--- src/rtl/if_pkg.sv ---
// Shared constants, entry type and address-error helper for the fetch queue.
// Optional feature macro: IFQ_ADEL_CHECK_EN (adds a per-entry address-error flag).
package if_pkg;

  localparam logic [31:0] RESET_PC_DEF = 32'h0000_3000;
  localparam logic [31:0] NOP_WORD_DEF = 32'h0000_0000;
  localparam logic [31:0] IM_LO        = 32'h0000_3000;
  localparam logic [31:0] IM_HI        = 32'h0000_6FFC;

`ifdef IFQ_ADEL_CHECK_EN
  typedef struct packed {
    logic [31:0] pc;
    logic [31:0] instr;
    logic        adel;
  } ifq_entry_t;
`else
  typedef struct packed {
    logic [31:0] pc;
    logic [31:0] instr;
  } ifq_entry_t;
`endif

  // Misaligned, or outside the instruction-memory window.
  function automatic logic addr_err(input logic [31:0] pc);
    return (pc[1:0] != 2'b00) || (pc < IM_LO) || (pc > IM_HI);
  endfunction

endpackage

--- src/rtl/ifq_storage.sv ---
// DEPTH x ifq_entry_t register file: one synchronous write port, one asynchronous read port.
// Contents are deliberately not reset; validity is tracked by the controller.
module ifq_storage
  import if_pkg::*;
#(
  parameter int DEPTH = 4,
  parameter int AW    = $clog2(DEPTH)
) (
  input  logic              clk,
  input  logic              we,
  input  logic [AW-1:0]     waddr,
  input  ifq_entry_t        wdata,
  input  logic [AW-1:0]     raddr,
  output ifq_entry_t        rdata
);

  ifq_entry_t mem [DEPTH];

  always_ff @(posedge clk) begin
    if (we) mem[waddr] <= wdata;
  end

  assign rdata = mem[raddr];

endmodule

--- src/rtl/if_fetch_queue.sv ---
// Fetch queue between the PC register and decode; in_ready doubles as the PC advance enable.
// Optional feature macro: IFQ_ADEL_CHECK_EN (adds out_adel and NOP substitution for bad pcs).
module if_fetch_queue
  import if_pkg::*;
#(
  parameter int          DEPTH    = 4,
  parameter logic [31:0] RESET_PC = RESET_PC_DEF,
  parameter logic [31:0] NOP_WORD = NOP_WORD_DEF
) (
  input  logic                   clk,
  input  logic                   reset,
  input  logic                   flush,
  input  logic [31:0]            pc_i,
  input  logic [31:0]            instr_i,
  input  logic                   in_valid,
  output logic                   in_ready,
  output logic [31:0]            out_pc,
  output logic [31:0]            out_instr,
  output logic                   out_valid,
  input  logic                   out_ready,
  output logic [$clog2(DEPTH):0] count
`ifdef IFQ_ADEL_CHECK_EN
  ,
  output logic                   out_adel
`endif
);

  localparam int AW = $clog2(DEPTH);
  localparam int CW = AW + 1;
  localparam logic [CW-1:0] FULL_CNT = CW'(DEPTH);

  logic [AW-1:0] head;
  logic [AW-1:0] tail;
  logic          push;
  logic          pop;
  logic          show;
  ifq_entry_t    wr_entry;
  ifq_entry_t    rd_entry;

  // Reset forces the empty view immediately, not only after the edge.
  assign show      = (count != '0) && !reset;
  assign out_valid = show;
  assign in_ready  = reset || (count != FULL_CNT);
  assign push      = in_valid && in_ready;
  assign pop       = out_valid && out_ready;

  always_comb begin
    wr_entry       = '0;
    wr_entry.pc    = pc_i;
    wr_entry.instr = instr_i;
`ifdef IFQ_ADEL_CHECK_EN
    wr_entry.adel  = addr_err(pc_i);
`endif
  end

  ifq_storage #(.DEPTH(DEPTH), .AW(AW)) u_storage (
    .clk   (clk),
    .we    (push && !flush && !reset),
    .waddr (tail),
    .wdata (wr_entry),
    .raddr (head),
    .rdata (rd_entry)
  );

  always_ff @(posedge clk) begin
    if (reset || flush) begin
      head  <= '0;
      tail  <= '0;
      count <= '0;
    end else begin
      if (push) tail <= tail + 1'b1;
      if (pop)  head <= head + 1'b1;
      case ({push, pop})
        2'b10:   count <= count + 1'b1;
        2'b01:   count <= count - 1'b1;
        default: count <= count;
      endcase
    end
  end

  assign out_pc = show ? rd_entry.pc : RESET_PC;

`ifdef IFQ_ADEL_CHECK_EN
  assign out_adel  = show && rd_entry.adel;
  assign out_instr = (show && !rd_entry.adel) ? rd_entry.instr : NOP_WORD;
`else
  assign out_instr = show ? rd_entry.instr : NOP_WORD;
`endif

endmodule
--- config.mk ---
export PLATFORM = sky130hd
export DESIGN_NAME = if_fetch_queue
export DESIGN_NICKNAME = d
export VERILOG_FILES = /design/src/rtl/if_pkg.sv /design/src/rtl/ifq_storage.sv /design/src/rtl/if_fetch_queue.sv
export SDC_FILE = /design/constraint.sdc
export NUM_CORES = 1
export LEC_CHECK = 0
export CAP_MARGIN = 20
export CORE_MARGIN = 3
export CORE_UTILIZATION = 59
export DETAILED_ROUTE_END_ITERATION = 10
export GPL_ROUTABILITY_DRIVEN = 0
export HOLD_SLACK_MARGIN = 0.05
export PLACE_DENSITY = 0.91
export SKIP_LAST_GASP = 1
export SLEW_MARGIN = 10
export SYNTH_ARGS = -nofsm -noshare
export SYNTH_HDL_FRONTEND = slang
export SYNTH_SLANG_ARGS = --single-unit
--- constraint.sdc ---
create_clock -name clk -period 4.3 [get_ports clk]
set_input_delay 0.43 -clock clk [delete_from_list [all_inputs] [get_ports clk]]
set_output_delay 0.43 -clock clk [all_outputs]
set_load 0.005 [all_outputs]
=== Yosys cells after proc, flatten, opt, wreduce, memory -nomap -nowiden ===
Memories as Yosys holds them, arrays and structs flattened. A register that Yosys moved wholly into a read port is not among the register bits.
Index checks and enable logic that the tools add are counted.

* Mux-type cells: 7
* Reduce and logical (&&, ||, !) cells: 11
* $add $sub $neg: 4
* Eq/ne operators: 3

{| class="wikitable"
|+ Operators by type and width
! kind !! number
|-
| two-way mux 32 bit || 2
|-
| one-hot mux 3 bit (2 select lines) || 1
|-
| logical AND 1 bit || 5
|-
| adder 2 x 1 -> 2 bit (second input constant) || 2
|-
| two-way mux 2 bit || 2
|-
| adder 3 x 1 -> 3 bit (second input constant) || 1
|-
| != test 3 bit (second input constant) || 1
|-
| nonzero test 3 bit || 1
|-
| subtractor 3 x 1 -> 3 bit (second input constant) || 1
|-
| == test 2 x 1 -> 1 bit (second input constant) || 1
|-
| == test 2 bit (second input constant) || 1
|-
| logical NOT 1 bit || 2
|-
| logical OR 1 bit || 2
|-
| two-way mux 1 bit || 2
|-
| nonzero test 2 bit || 1
|}

* Logic and storage cells: 29
* Bits of input ports: 69
* Bits in registers: 7
* Output and inout port bits: 69
* Memories kept: 1
* RAM bits: 256

{| class="wikitable"
|+ Memories
! memory !! words !! bits a word !! rd ports !! clocked after memory_dff !! wr ports !! RTL line !! source
|-
| u_storage.mem || 4 || 64 || 1 || 1 || 1 || ifq_storage.sv:17 || <nowiki>ifq_entry_t mem [DEPTH];</nowiki>
|}

=== Longest topological paths before layout ===
Gate-level depths: netlist of the first run.

* Depth after elaboration: 7
* Mapped depth: 9
* Depth with buffers taken out: 9

=== Cells and area by module ===
From an unflattened synthesis of the first run, not the netlist that was laid out.

* Cell total of the unflattened synthesis: 452
* Area total of the unflattened synthesis: 10148.5 µm²

{| class="wikitable"
|+ Modules (own cells, without submodules)
! module !! area each (µm²) !! cells each !! seq. area each (µm²) !! instances
|-
| ifq_storage || 9341.5 || 338 || 7687.4 || 1
|-
| if_fetch_queue || 807.0 || 114 || 140.1 || 1
|}

=== Worst setup path after synthesis of the first run ===
Ideal clock, no wire load.

* Kind: input to register
* Start: in reset
* End: mem u_storage.mem[0][0] (netlist name) (enable)
* Library setup time: 429 ps
* Cell stages on the path: 4
* Required time: 3871 ps
* Slack: 1249 ps
* Buffers on the path: 1
* Data arrival time: 2622 ps
* Cells stage by stage: or2_1 clkbuf_1 a311oi_2 and2_1

* Longest elaborated chain between the ends: 6
* Elaborated cells between the ends (all ways): 7
* Those cells by class: mux (2); reduce/logical (5)

{| class="wikitable"
|+ RTL lines
! item !! RTL line !! source
|-
| start, declared || if_fetch_queue.sv:11 || <nowiki>input logic reset,</nowiki>
|-
| logical OR 1 bit || if_fetch_queue.sv:43 || <nowiki>assign in_ready = reset || (count != FULL_CNT);</nowiki>
|-
| logical AND 1 bit || if_fetch_queue.sv:44 || <nowiki>assign push = in_valid && in_ready;</nowiki>
|-
| logical AND 1 bit || if_fetch_queue.sv:58 || <nowiki>.we (push && !flush && !reset),</nowiki>
|-
| logical AND 1 bit * || if_fetch_queue.sv:58 ||
|-
| two-way mux 1 bit * || ifq_storage.sv:20 || <nowiki>if (we) mem[waddr] <= wdata;</nowiki>
|-
| two-way mux 1 bit (implied by the code) * || ifq_storage.sv:20 ||
|-
| end, declared || ifq_storage.sv:17 ||
|}

Every way passes the cells marked *; elsewhere a longest branch is shown, timed or not.

==> results of run 1 <==
-- metal layers --
layer | vias up | part of all wire, % | track usage [%] | wire length, um
met3 | 36 | 7.3 | 4.38 | 1470
met2 | 205 | 52 | 35.5 | 10400
li1 | 2168 | - | - | -
met5 | - | 0 | 0 | 0
met4 | 0 | 2.5 | 6.71 | 505
met1 | 2553 | 38 | 30.0 | 7710
-- cell usage after synthesis, drive strengths merged --
library cell / count / area, sq um
nand2: 1 / 3.75
buf: 13 / 161
or3: 5 / 31.3
nor4b: 1 / 8.76
nand3: 2 / 10.0
mux4: 64 / 1450
and2: 66 / 413
a21oi: 7 / 35.0
clkbuf: 8 / 31.3
nor2: 5 / 21.3
o21ai: 5 / 25.0
nor3: 1 / 10.0
nand3b: 1 / 7.51
fa: 1 / 20.0
or2: 1 / 6.26
xor2: 2 / 17.5
a311oi: 1 / 15.0
nand2b: 1 / 6.26
edfxtp: 256 / 7690
dfxtp: 9 / 180
ha: 5 / 62.6
inv: 7 / 26.3
-- how the worst max path moves through the flow --
stage | cells after the start | start | endpoint | slack (ps)
2_1_floorplan | 4 | reset | u_storage.mem[0][0] | 1250
3_3_place_gp | 5 | reset | out_pc[26] | 1350
3_5_place_dp | 10 | reset | count[2] | 1130
4_1_cts | 4 | register | out_pc[29] | 930
5_1_grt | 4 | register | out_pc[29] | 840
6_report | 4 | register | out_pc[29] | 1030
-- logic make-up after synthesis --
logic type | share of synthesized area, %
AO/OA/AOI/OAI | 0.734
buffers and inverters | 2.14
AND/OR/NAND/NOR | 5.06
XOR/XNOR | 0.171
flip-flops | 76.9
adder cells (fa/ha/maj) | 0.807
multiplexers | 14.2
-- power groups by stage --
| stage | Sequential, uW | Clock (uW) | Combinational (uW) |
|---|---|---|---|
| after floorplan | 2920 | 0 | 72.8 |
| after detailed placement | 2920 | 0 | 216 |
| after global placement | 2920 | 0 | 205 |
| after CTS | 2870 | 2220 | 218 |
| final | 2870 | 2200 | 215 |
| after global routing | 2870 | 2320 | 232 |
-- cell type report --
class | count | area share [%]
flip-flops and latches | 265 | 62.7
multi-input cells | 169 | 17.2
repair buffers | 139 | 11.1
clock buffers | 29 | 5.43
well taps | 220 | 2.19
clock inverters | 19 | 1.22
inverters | 7 | 0.209
-- state kept, by name (all words and copies together) (netlist names), named ones only --
name and flops:
count 3, head 2, u_storage.mem 256, tail 2
-- worst max-delay path: stages, from the launching register on --
cell	delay [ps]
dfxtp_4	730
buf_12	360
mux4_2	560
and2_1	190
clkdlybuf4s50_1	460
-- stage by stage --
step	total power [uW]	worst slack [ps]	hold WS [ps]	cells
final	5280	1030	490	848
after global routing	5420	838	526	848
after CTS	5310	928	484	848
after detailed placement	3140	1130	472	800
after global placement	3120	1350	461	800
after floorplan	2990	1250	459	462
==> impl_metrics.env, run 1 <==
export IMPL_power_switching_uw=1030
export IMPL_maxCapViolCount=0
export IMPL_rsz0062_at_grt="no"
export IMPL_die_x_um=138
export IMPL_first_pass_iters=5
export IMPL_max_vdd_ir_drop_v=0.000331
export IMPL_seq_area_sq_um=7880
export IMPL_switching_share_pct=19.6
export IMPL_htree_num_levels=1
export IMPL_max_freq_ghz=0.306
export IMPL_p_seq_share_pct=54.3
export IMPL_worstPathArrival_ps=2840
export IMPL_grt_max_degree=65
export IMPL_final_nets=683
export IMPL_p_clk_share_pct=41.6
export IMPL_finalCoreUtilization_pct=75.0
export IMPL_cp_max_fo=37
export IMPL_layout_drive_gt1_share_pct=18.0
export IMPL_syn_nets=537
export IMPL_rrSetupSlack_ps=1720
export IMPL_r2r_end="count[2]"
export IMPL_cp_end_kind="primary output"
export IMPL_hp_start="head[1]"
export IMPL_cts_made_buffers=26
export IMPL_wl_per_cell_um=23.7
export IMPL_status="finished, final reports clean"
export IMPL_r2r_start="count[2]"
export IMPL_final_setup_skew_ps=4.59
export IMPL_area_delta_synth_final_pct=22.9
export IMPL_worstRegToRegCells=9
export IMPL_yosys_warnings=0
export IMPL_mappedNetlistArea_sq_um=10200
export IMPL_synth_seq_area_share_pct=76.9
export IMPL_worstSetupPathType="reg2out"
export IMPL_die_area_sq_um=19000
export IMPL_worst_pin_slew_ps=992
export IMPL_p_leak_uw=0.00394
export IMPL_final_antenna_net_count=0
export IMPL_nFillCells=920
export IMPL_drc_errors=0
export IMPL_ys_types=27
export IMPL_worstHoldPathType="reg2reg"
export IMPL_finalHoldViolCount=0
export IMPL_finalCriticalPeriod_ps=3270
export IMPL_cts_hold_buf=0
export IMPL_power_per_cell_area_nw_per_um2=420
export IMPL_fin_crit_sh_pct=76.0
export IMPL_dr_first_iter_drc_count=389
export IMPL_antenna_cells=0
export IMPL_die_h_um=138
export IMPL_ios=138
export IMPL_vias=4962
export IMPL_whs_path_depth=2
export IMPL_pwr_share_comb_pct=4.1
export IMPL_maxSlewHeadroom_pct=33.9
export IMPL_dp_final_hpwl_um=11600
export IMPL_p_int_uw=4250
export IMPL_stdcell_area_sq_um=12600
export IMPL_routed_via_density=5.85
export IMPL_std_cell_rows=47
export IMPL_cts_root_buffer="clkbuf_16"
export IMPL_placed_area_sq_um=11700
export IMPL_cts_tree="yes"
export IMPL_setup_violations=0
export IMPL_worstSkewPairLatency_ps=520
export IMPL_routed_wl_um=20100
export IMPL_core_sq_um=16800
export IMPL_grt_pass1_vias=5222
export IMPL_final_common_cell="edfxtp_1"
export IMPL_cts_setup_buffers=0
export IMPL_clkTransAtPathRegs_ps=60
export IMPL_cp_required_ps=3870
export IMPL_final_cell_mix="edfxtp_1 (256), clkdlybuf4s50_1 (137), mux4_2 (62), and2_1 (62), clkbuf_16 (27)"
export IMPL_gr_usage_all_layers_pct=21.7
export IMPL_multi_input_area_sq_um=2160
export IMPL_antenna_found_initial=0
export IMPL_initial_core_util_pct=61.0
export IMPL_avgSynthCellArea_sq_um=22.1
export IMPL_setup_tns_final_ps=0
export IMPL_clock_sinks=265
export IMPL_ctsLongestPathBuffers=3
export IMPL_start_kind="register"
export IMPL_ys_ff_latch=265
export IMPL_postSynthCellCount=462
export IMPL_slew_violations=0
export IMPL_grt_pass1_wl_um=30400
export IMPL_overflow=0
export IMPL_port_buffers=137
export IMPL_cts_resized=0
(Power assumes the default switching activity.)
==> run 2, diff against run 1 <==
--- a/config.mk
+++ b/config.mk
@@ -7,11 +7,11 @@
 export LEC_CHECK = 0
 export CAP_MARGIN = 20
 export CORE_MARGIN = 3
-export CORE_UTILIZATION = 59
+export CORE_UTILIZATION = 55
 export DETAILED_ROUTE_END_ITERATION = 10
 export GPL_ROUTABILITY_DRIVEN = 0
 export HOLD_SLACK_MARGIN = 0.05
-export PLACE_DENSITY = 0.91
+export PLACE_DENSITY = 0.86
 export SKIP_LAST_GASP = 1
 export SLEW_MARGIN = 10
 export SYNTH_ARGS = -nofsm -noshare
==> constraint.sdc (replaced) <==
create_clock -name clk -period 3.2 [get_ports clk]
set_input_delay 0.32 -clock clk [delete_from_list [all_inputs] [get_ports clk]]
set_output_delay 0.32 -clock clk [all_outputs]
set_load 0.005 [all_outputs]
==> run 2 against run 1 <==
Setup slack worse by 830 ps. Design area is 0.67% higher. Sequential cell count stayed put. Combinational power is 37% higher. Critical endpoint is now out_instr[12]. Largest cell class unchanged.
==> impl_metrics.env, run 2 (synthesized netlist as in run 1, its figures left out) <==
export IMPL_status="finished, final reports clean"
export IMPL_r2r_start="count[2]"
export IMPL_cp_end_kind="primary output"
export IMPL_cp_max_fo=24
export IMPL_vias=4912
export IMPL_setup_tns_final_ps=0
export IMPL_worstHoldPathType="in2reg"
export IMPL_rrSetupSlack_ps=710
export IMPL_final_setup_skew_ps=5.91
export IMPL_rsz0062_at_grt="no"
export IMPL_cts_resized=0
export IMPL_initial_core_util_pct=56.6
export IMPL_overflow=0
export IMPL_whs_path_depth=1
export IMPL_regMostFlops="u_storage.mem"
export IMPL_r2r_end="count[2]"
export IMPL_hp_start="pc_i[13]"
export IMPL_cts_hold_buf=0
export IMPL_grt_pass1_vias=5433
export IMPL_worst_pin_slew_ps=525
export IMPL_final_antenna_net_count=0
export IMPL_slew_violations=0
export IMPL_port_buffers=137
export IMPL_layout_drive_gt1_share_pct=17.5
export IMPL_worstPathArrival_ps=2680
export IMPL_p_leak_uw=0.00397
export IMPL_layout_cells_non_filler=864
export IMPL_ios=138
export IMPL_clkTransAtPathRegs_ps=60
export IMPL_cts_made_buffers=26
export IMPL_htree_num_levels=1
export IMPL_grt_max_degree=65
export IMPL_worstSkewPairLatency_ps=510
export IMPL_cts_setup_buffers=0
export IMPL_clock_sinks=265
export IMPL_reg_top3="u_storage.mem x256, count x3"
export IMPL_routed_wl_um=19500
export IMPL_grt_pass1_wl_um=30400
export IMPL_std_cell_rows=49
export IMPL_wl_per_cell_um=22.5
export IMPL_die_x_um=142
export IMPL_final_cell_mix="edfxtp_1 (256), clkdlybuf4s50_1 (137), mux4_2 (62), and2_1 (62), clkbuf_16 (27)"
export IMPL_final_common_cell="edfxtp_1"
export IMPL_area_delta_synth_final_pct=23.7
export IMPL_max_vdd_ir_drop_v=0.000501
export IMPL_maxSlewHeadroom_pct=64.8
export IMPL_largest_register_ffs=256
export IMPL_maxCapViolCount=0
export IMPL_finalCoreUtilization_pct=70.0
export IMPL_dp_final_hpwl_um=12200
export IMPL_final_nets=694
export IMPL_holdPathEnd="u_storage.mem[3][45]"
export IMPL_first_pass_iters=5
export IMPL_antenna_cells=0
export IMPL_finalHoldViolCount=0
export IMPL_ctsLongestPathBuffers=3
export IMPL_finalCriticalPeriod_ps=3000
export IMPL_cp_required_ps=2880
export IMPL_drc_errors=0
export IMPL_worstRegToRegCells=9
export IMPL_start_kind="register"
export IMPL_holdWs_ps=440
export IMPL_dr_first_iter_drc_count=286
export IMPL_die_h_um=142
export IMPL_place_ws_ps=296
export IMPL_worstSetupPathType="reg2out"
export IMPL_cts_tree="yes"
export IMPL_setup_violations=0
export IMPL_routed_via_density=5.69
export IMPL_fin_crit_sh_pct=93.7
export IMPL_dpl_cell_count=820
export IMPL_antenna_found_initial=2
export IMPL_max_freq_ghz=0.334
export IMPL_cts_root_buffer="clkbuf_16"
export IMPL_layout_setup_ws_ps=202
export IMPL_core_sq_um=18100
export IMPL_die_area_sq_um=20300
export IMPL_gr_usage_all_layers_pct=19.5
export IMPL_power_per_cell_area_nw_per_um2=539
[run 2: cell count changes in the layout (fill, tap and decap cells not counted), sizes merged]
cell      delta
clkbuf      +10
buf         +11
clkinvlp     -2
bufinv       -2
clkinv      -10
[run 2: per-layer routing]
metal,routed length [um],GRT usage (%)
met3,1190,4.77
met5,31,0
met2,10100,32.9
met1,7900,26.4
met4,278,4.15
[run 2: power by group]
group | leakage (uW) | internal (uW) | switching (uW)
logic | 0.00122 | 170 | 124
clock network | 0.000355 | 1540 | 1140
registers | 0.00239 | 3840 | 13.0
[run 2: layout make-up]
type / instances / area, sq um
Clock buffer: 39 / 721
Fill cell: 1071 / 5430
Timing Repair Buffer: 150 / 1570
Sequential cell: 265 / 7880
Clock inverter: 5 / 18.8
Inverter: 7 / 26.3
Multi-Input combinational cell: 169 / 2160
Tap cell: 229 / 287
[run 2: how the worst max path moves through the flow]
stage,endpoint
6_report,out_instr[12]
2_1_floorplan,u_storage.mem[0][0]
5_1_grt,out_instr[12]
3_3_place_gp,count[2]
4_1_cts,out_instr[12]
3_5_place_dp,count[2]
[run 2: per-stage QoR]
stage | instance area, sq um | power [uW]
4_1_cts | 12700 | 6880
2_1_floorplan | 10200 | 4020
3_3_place_gp | 11900 | 4200
6_report | 12700 | 6820
5_1_grt | 12700 | 7030
3_5_place_dp | 11900 | 4220
[run 2: worst max-delay path, stage by stage, from the launching register on]
cell and delay (ps):
dfxtp_4 670, buf_4 320, mux4_2 520, and2_1 200, clkdlybuf4s50_1 450
==> run 3, diff against run 2 <==
--- a/config.mk
+++ b/config.mk
@@ -11,7 +11,7 @@
 export DETAILED_ROUTE_END_ITERATION = 10
 export GPL_ROUTABILITY_DRIVEN = 0
 export HOLD_SLACK_MARGIN = 0.05
-export PLACE_DENSITY = 0.86
+export PLACE_DENSITY_LB_ADDON = 0.25
 export SKIP_LAST_GASP = 1
 export SLEW_MARGIN = 10
 export SYNTH_ARGS = -nofsm -noshare
==> run 3 against run 2 <==
Cell count up 1.3%. Die area did not move. Sequential share of layout area down 1.2 points. Design area up 1.9%. Sequential cell count is the same. Clock power is 21% higher. Critical endpoint is now out_pc[14]. Highest routed layer unchanged. Combinational power about the same. Hold slack worse by 20 ps. Sequential power about the same.
==> impl_metrics.env, run 3 (synthesized netlist as in run 1, its figures left out) <==
export IMPL_cp_end_kind="primary output"
export IMPL_worstSkewPairLatency_ps=530
export IMPL_r2r_end="count[2]"
export IMPL_initial_core_util_pct=56.6
export IMPL_cts_resized=0
export IMPL_htree_num_levels=1
export IMPL_placed_area_sq_um=12000
export IMPL_finalCriticalPeriod_ps=2940
export IMPL_maxCapViolCount=0
export IMPL_hp_start="instr_i[22]"
export IMPL_routed_via_density=5.73
export IMPL_cp_cell_sequence="buf_4, mux4_2, and2_1, clkdlybuf4s50_1"
export IMPL_largest_register_ffs=256
export IMPL_setup_tns_final_ps=0
export IMPL_slew_violations=0
export IMPL_rsz0062_at_grt="no"
export IMPL_path_buf_inv=2
export IMPL_rrSetupSlack_ps=570
export IMPL_stdcell_area_sq_um=12900
export IMPL_area_delta_synth_final_pct=26.1
export IMPL_overflow=0
export IMPL_die_area_sq_um=20300
export IMPL_start_kind="register"
export IMPL_antenna_found_initial=1
export IMPL_vias=5014
export IMPL_die_x_um=142
export IMPL_finalHoldViolCount=0
export IMPL_ios=138
export IMPL_gr_usage_all_layers_pct=19.6
export IMPL_std_cell_rows=49
export IMPL_routed_wl_um=19600
export IMPL_setup_violations=0
export IMPL_cts_made_buffers=27
export IMPL_grt_pass1_vias=5323
export IMPL_layout_cells_non_filler=875
export IMPL_cp_required_ps=2880
export IMPL_drc_errors=0
export IMPL_final_antenna_net_count=0
export IMPL_final_setup_skew_ps=11.8
export IMPL_busiest_layer="met2"
export IMPL_worstPathArrival_ps=2620
export IMPL_dpl_cell_count=825
export IMPL_slowest_delay_ps=580
export IMPL_max_vdd_ir_drop_v=0.000504
export IMPL_holdPathEnd="u_storage.mem[0][22]"
export IMPL_layout_drive_gt1_share_pct=20.4
export IMPL_reg_top3="u_storage.mem x256, count x3"
export IMPL_worstSetupPathType="reg2out"
export IMPL_critical_path_top_delay_family="buffers and inverters"
export IMPL_power_per_cell_area_nw_per_um2=573
export IMPL_cts_setup_buffers=0
export IMPL_first_pass_iters=4
export IMPL_clkTransAtPathRegs_ps=60
export IMPL_worst_pin_slew_ps=607
export IMPL_final_cell_mix="edfxtp_1 (256), clkdlybuf4s50_1 (137), mux4_2 (62), and2_1 (62), clkbuf_16 (27)"
export IMPL_met2_usage_pct=31.8
export IMPL_worstHoldPathType="in2reg"
export IMPL_dr_first_iter_drc_count=402
export IMPL_cts_hold_buf=0
export IMPL_die_h_um=142
export IMPL_crit_slowest_cell="dfxtp_4"
export IMPL_cts_tree="yes"
export IMPL_final_common_cell="edfxtp_1"
export IMPL_fin_crit_sh_pct=92.0
export IMPL_grt_max_degree=64
export IMPL_cp_max_fo=16
export IMPL_port_buffers=137
export IMPL_p_leak_uw=0.00409
export IMPL_whs_path_depth=1
export IMPL_antenna_cells=0
export IMPL_clock_sinks=265
export IMPL_use_met3_pct=3.60
export IMPL_grt_pass1_wl_um=30500
export IMPL_final_nets=700
export IMPL_status="finished, final reports clean"
export IMPL_max_freq_ghz=0.340
export IMPL_r2r_start="count[2]"
export IMPL_use_met1_pct=28.0
export IMPL_ctsLongestPathBuffers=3
export IMPL_regMostFlops="u_storage.mem"
export IMPL_cts_root_buffer="clkbuf_16"
export IMPL_core_sq_um=18100
export IMPL_wl_per_cell_um=22.4
export IMPL_worstRegToRegCells=9
export IMPL_dp_final_hpwl_um=12100
export IMPL_maxSlewHeadroom_pct=59.0
run 3: power breakdown:
group          internal [uW]  switching, uW  leakage [uW]  total, uW
sequential              3840           12.6       0.00239       3850
clock                   1960           1290      0.000452       3250
combinational            171            125       0.00125        296
run 3: worst reg2reg max path: stages (launching register included):
cell     delay, ps
dfxtp_1        450
nor4b_1        550
inv_1          200
nand2_1        120
ha_1           190
inv_1           60
fa_1           380
xor2_1         160
or3_1          310
a21oi_1        150
run 3: through the flow:
step	util, %	power (uW)	hold slack [ps]	setup slack [ps]
after floorplan	-	4020	419	259
after global placement	66.2	4210	483	432
after detailed placement	66.2	4220	520	156
after CTS	71.3	7450	400	180
after global routing	71.3	7620	419	109
final	71.3	7390	421	255
run 3: worst max path at each step:
stage,slack (ps),cells past startpoint,to,startpoint
after global routing,110,4,out_pc[30],register
after floorplan,260,4,u_storage.mem[0][0],reset
after global placement,430,10,count[2],reset
final,260,4,out_pc[14],register
after CTS,180,4,out_pc[6],register
after detailed placement,160,10,count[2],reset
run 3: layout make-up:
cell class,instances,area (sq um)
Clock inverter,21,250
Tap cell,229,287
Multi-Input combinational cell,169,2160
Clock buffer,29,683
Sequential cell,265,7880
Inverter,7,26.3
Timing Repair Buffer,155,1620
Fill cell,1055,5190
run 3: routing by layer:
layer | share of wire, % | routed length, um
met5 | 0.036 | 7
met4 | 2.7 | 537
met3 | 6.1 | 1210
met2 | 49 | 9560
met1 | 42 | 8280
==> RTL edit 1: new RTL, settings of run 3 <==
`DEPTH` is set to 4 in 2 places; all go to 2.
--- a/src/rtl/ifq_storage.sv
+++ b/src/rtl/ifq_storage.sv
@@ -3,7 +3,7 @@
 module ifq_storage
   import if_pkg::*;
 #(
-  parameter int DEPTH = 4,
+  parameter int DEPTH = 2,
   parameter int AW    = $clog2(DEPTH)
 ) (
   input  logic              clk,
--- a/src/rtl/if_fetch_queue.sv
+++ b/src/rtl/if_fetch_queue.sv
@@ -3,7 +3,7 @@
 module if_fetch_queue
   import if_pkg::*;
 #(
-  parameter int          DEPTH    = 4,
+  parameter int          DEPTH    = 2,
   parameter logic [31:0] RESET_PC = RESET_PC_DEF,
   parameter logic [31:0] NOP_WORD = NOP_WORD_DEF
 ) (
Ports: changed (resized count); port bits go from 138 to 137. The function was not compared with the original's and may differ.
==> RTL edit 1 against run 3 <==
  * Sequential share of layout area fell by 7.7 points
  * Combinational power fell by 14%
  * Sequential cell count fell by 132
  * Setup slack improved by 0.23 ns
  * Register-to-register slack improved by 0.46 ns
  * Total power fell by 44%
  * Wire length fell by 47%
  * Global-route usage rose by 0.62 points
  * Area after synthesis fell by 49%
  * Design area fell by 43%
  * Critical endpoint is now out_instr[19]
  * Largest cell class unchanged
==> RTL edit 1: results (changes against run 3) <==
outcome:
  outcome: "finished, final reports clean"
timing:
  worst-slew-pin-transition_ns: 0.6252  # +0.01808 ns
  finClkSkew_ns: 0.004783  # -0.006999 ns
synth:
  synth_fp_nets: 372  # -31%
  synthArstFlopShare: 0  # unchanged
  yosys-top-cells-count: "edfxtp_1, mux2i_1, nor2_2, nor2_1, buf_6"
  ys_warn_count: 0  # unchanged
  synth_edf_count: 128  # -50%
  ys_types: 23  # -15%
  syn_inst: 302  # -35%
  synthTopCellsByArea: "edfxtp_1, mux2i_1, nor2_2"
  yosysSeqAreaShare: 0.7523  # -0.01691
layout:
  drive_gt1_frac: 0.2301  # +0.02577
  insertedDiodeCount: 0  # unchanged
  top_regs: "u_storage.mem x128, count x2"
  nFillCells: 478  # -55%
  fin_nets: 522  # -25%
clock_network:
  clockBufferDepth: 2  # -1
  cts_resized: 0  # unchanged
  path_clk_slew_ns: 0.06  # about the same
  cts_made_buffers: 17  # -37%
  cts_setup_buffers: 0  # unchanged
  cts_root_buffer: "clkbuf_8"
  clock_latency_ns: 0.51  # -0.02 ns
  htreeDepth: 4  # +3
global_route:
  grt_antenna_before_repair: 0  # -1
  grt_pass1_vias: 3226  # -39%
  overflow: 0  # unchanged
  grt_pass1_wl_mm: 16.70  # -45%
  grt_start_max_net_pins: 33  # -48%
  groute.usage.overall: 0.2027  # +0.006191
critical_path:
  r2r_cells: 7  # -2
  crit_path_max_fanout: 32  # +16
  arrival_ns: 2.39  # -0.23 ns
route:
  drtPass1Iterations: 4  # unchanged
  drt_iter0_markers: 148  # -63%
  wire_per_inst_um: 17.64  # -21%
  wl_mm: 10.43  # -47%
  vias: 2996  # -40%
placed_design:
  portBuffers: 136  # -0.73%
  post-place-cells: 559  # -32%
  hpwl_mm: 6.991  # -42%
min_path:
  hold_class: "input pin to register"
  whs_path_depth: 1  # unchanged
pwr:
  irDropWorstVdd_uv: 459.2  # -8.8%
  p_leak_nw: 2.323  # -43%
  p_sw_frac: 0.2038  # +0.01129
==> RTL edit 1: changes by cell type after synthesis, sizes merged, moves of 5 or more <==
cell           run 3  this run
a21oi              7         2
clkbuf             8         0
and2              66         1
edfxtp           256       128
nor2               5        69
mux2i              0        64
mux4              64         0
inv                7         2
==> RTL edit 1: worst max-delay path: stages (launching register included) <==
cell and delay [ns]:
dfxtp_1 0.43, nor2_1 0.07, or2_4 0.42, buf_12 0.27, nor2_1 0.15, clkdlybuf4s50_1 0.51
==> RTL edit 1: path summary, 6_finish.rpt <==
| kind | start | endpoint | slack (ns) |
|---|---|---|---|
| max reg2reg | count[0] | count[1] | 1.03 |
| min reg2reg | head | register | 0.54 |
| min | instr_i[14] | u_storage.mem[1][14] | 0.40 |
| max | count[0] | out_instr[19] | 0.49 |
==> RTL edit 1: final cells by class <==
type	count	area, um^2	share of cell area
repair buffers	145	1504	0.2031
well taps	126	157.7	0.02129
clock inverters	14	177.7	0.02399
inverters	2	7.507	0.001014
multi-input cells	153	1192	0.1610
clock buffers	18	417.9	0.05644
flip-flops and latches	133	3948	0.5331
==> RTL edit 1: cells by family after synthesis <==
family          count (synthesis)  share of synthesized area
buf+inv                        16                    0.02363
flops                         133                     0.7523
compound gates                  5                   0.005251
fa+ha+maj                       1                   0.002386
xor+xnor                        3                   0.005013
simple gates                   80                    0.08926
mux                            64                     0.1222
==> RTL edit 1: metrics by stage <==
stage / instance area, um^2 / worst slack (ns) / power, mW
after floorplan: 5243 / -0.6543 / 2.089
after global placement: 6809 / 0.6929 / 2.239
after detailed placement: 6809 / 0.6375 / 2.250
after CTS: 7405 / 0.4629 / 4.165
after global routing: 7405 / 0.3544 / 4.271
final: 7405 / 0.4901 / 4.134
==> RTL edit 1: power by group through the flow <==
stage	Sequential (mW)	Combinational (mW)	Clock [mW]
after floorplan	1.99	0.0965	0
after CTS	1.96	0.259	1.95
after global routing	1.96	0.274	2.04
after detailed placement	1.99	0.256	0
final	1.96	0.256	1.92
after global placement	1.99	0.247	0
==> RTL edit 1: layer usage <==
metal / routed length [um] / up-vias / global-route usage
met4: 99 / 0 / 0.07407
met3: 652 / 8 / 0.06592
met2: 5562 / 110 / 0.3570
met1: 4111 / 1461 / 0.2317
li1: - / 1417 / -
met5: 0 / - / 0
==> RTL edit 2: new RTL, settings of run 3 <==
Without the edit above. Register the output `count` once more, without a reset; this adds one clock of latency there. The other outputs are not delayed to match.
--- a/src/rtl/if_fetch_queue.sv
+++ b/src/rtl/if_fetch_queue.sv
@@ -29,6 +29,8 @@
   localparam int CW = AW + 1;
   localparam logic [CW-1:0] FULL_CNT = CW'(DEPTH);
 
+  logic [$clog2(DEPTH):0] count_s0;
+
   logic [AW-1:0] head;
   logic [AW-1:0] tail;
   logic          push;
@@ -38,9 +40,9 @@
   ifq_entry_t    rd_entry;
 
   // Reset forces the empty view immediately, not only after the edge.
-  assign show      = (count != '0) && !reset;
+  assign show      = (count_s0 != '0) && !reset;
   assign out_valid = show;
-  assign in_ready  = reset || (count != FULL_CNT);
+  assign in_ready  = reset || (count_s0 != FULL_CNT);
   assign push      = in_valid && in_ready;
   assign pop       = out_valid && out_ready;
 
@@ -66,14 +68,14 @@
     if (reset || flush) begin
       head  <= '0;
       tail  <= '0;
-      count <= '0;
+      count_s0 <= '0;
     end else begin
       if (push) tail <= tail + 1'b1;
       if (pop)  head <= head + 1'b1;
       case ({push, pop})
-        2'b10:   count <= count + 1'b1;
-        2'b01:   count <= count - 1'b1;
-        default: count <= count;
+        2'b10:   count_s0 <= count_s0 + 1'b1;
+        2'b01:   count_s0 <= count_s0 - 1'b1;
+        default: count_s0 <= count_s0;
       endcase
     end
   end
@@ -87,4 +89,8 @@
   assign out_instr = show ? rd_entry.instr : NOP_WORD;
 `endif
 
+  always_ff @(posedge clk) begin
+    count <= count_s0;
+  end
+
 endmodule
Function: changed (a bounded check fails within 4 cycles, from zero or initial values).
==> RTL edit 2 against run 3 <==
  * Clock power increased by 2%
  * Combinational power about the same
  * Total power increased by 1.7%
  * Critical endpoint is now out_instr[15]
  * Maximum frequency increased by 3.1%
  * Sequential share of layout area increased by 0.17 points
  * Design area increased by 0.48%
  * Wire length decreased by 0.94%
  * First-iteration DRC count decreased by 11%
  * Register-to-register slack improved by 0.09 ns
  * Setup slack improved by 0.088 ns
  * Sequential cell count increased by 3
  * Area after synthesis increased by 0.59%
  * Synthesized cell count increased by 0.65%
==> RTL edit 2: results (changes against run 3) <==
outcome:
  outcome: "finished, final reports clean"
pwr:
  p_switching_mw: 1.365  # -4.0%
  powerClk_mw: 3.33  # +2%
  irDropWorstVdd_uv: 419.2  # -17%
  power_density_nw_per_um2: 579.9  # +1.2%
  p_leak_nw: 4.128  # +0.86%
global_route:
  grt_pass1_vias: 5483  # +3.0%
  grt_pass1_wl_mm: 30.66  # +0.48%
  grt_antenna_before_repair: 0  # -1
  groute.usage.overall: 0.1956  # -0.0008776
critical_path:
  arrival_ns: 2.54  # -0.08 ns
  crit_end: "out_instr[15]"
  reg2reg_to: "count_s0[2]"
  r2r-start: "count_s0[2]"
  r2r_slack_ns: 0.66  # +0.09 ns
clock_network:
  cts_root_buffer: "clkbuf_16"
  cts_setup_buffers: 0  # unchanged
  htreeDepth: 1  # unchanged
  clock_latency_ns: 0.52
min_path:
  min_to: "count[1]"
  whs_path_depth: 0  # -1
  hold_class: "register to register"
  min_from: "count_s0[1]"
timing:
  finClkSkew_ns: 0.01274  # +0.0009611 ns
  worst-slew-pin-transition_ns: 0.5291  # -0.07808 ns
  hold_ws_ns: 0.4233  # +0.002717 ns
  fin_ws_ns: 0.3435  # +0.08824 ns
synth:
  synth_fp_nets: 540  # +0.56%
  yosys-top-cells-count: "edfxtp_1, and2_1, mux4_2, dfxtp_1"
  syn_inst: 465  # +0.65%
  synthTopCellsByArea: "edfxtp_1, mux4_2, and2_1"
  yosysSeqAreaShare: 0.7705  # +0.001347
  synth_edf_count: 256  # unchanged
route:
  met1_length_mm: 7.953  # -4.0%
  wire_per_inst_um: 22.16  # -1.1%
  drtPass1Iterations: 4  # unchanged
  dr_wl_met3_mm: 1.127  # -6.5%
  wl_mm: 19.41  # -0.94%
  drt_iter0_markers: 356  # -11%
  dr_wl_met2_mm: 10.01  # +4.7%
  topRoutingLayerUsed: "met4"
  via_per_inst: 5.634  # -1.7%
placed_design:
  preCtsSetupSlack_ns: 0.2846  # +0.1285 ns
  hpwl_mm: 11.73  # -2.8%
  post-place-cells: 826  # +0.12%
  postPlaceCellArea_um2: 11980  # +0.17%
layout:
  top_regs: "u_storage.mem x256, count x3, count_s0 x3"
  fin_nets: 702  # +0.29%
  drive_gt1_frac: 0.1994  # -0.004953
RTL edit 2: per-layer routing:
metal  global-route usage  up-vias
li1                     -     2212
met1               0.2718     2539
met2               0.3247      157
met3              0.03784       27
met4              0.05303        0
met5                    0        -
RTL edit 2: worst max-delay path: cells and delay by family, from the launching register on:
kind / cells / cell delay, ns
flops: 1 / 0.57
buf+inv: 2 / 0.76
simple gates: 1 / 0.18
mux: 1 / 0.52
RTL edit 2: area by class of cell:
cell class              count  area (um^2)
flip-flops and latches    268         7935
fillers                  1081         5189
multi-input cells         169         2157
repair buffers            154         1599
clock buffers              29        683.2
well taps                 229        286.5
clock inverters            20        271.5
inverters                   7        26.28
RTL edit 2: logic make-up (layout without fill, tap and decap cells):
group | after synthesis | in the layout | synth area share
mux | 64 | 64 | 0.1408
simple gates | 84 | 84 | 0.05035
compound gates | 13 | 13 | 0.007295
buf+inv | 28 | 210 | 0.02128
flops | 268 | 268 | 0.7705
fa+ha+maj | 6 | 6 | 0.008026
xor+xnor | 2 | 2 | 0.001703
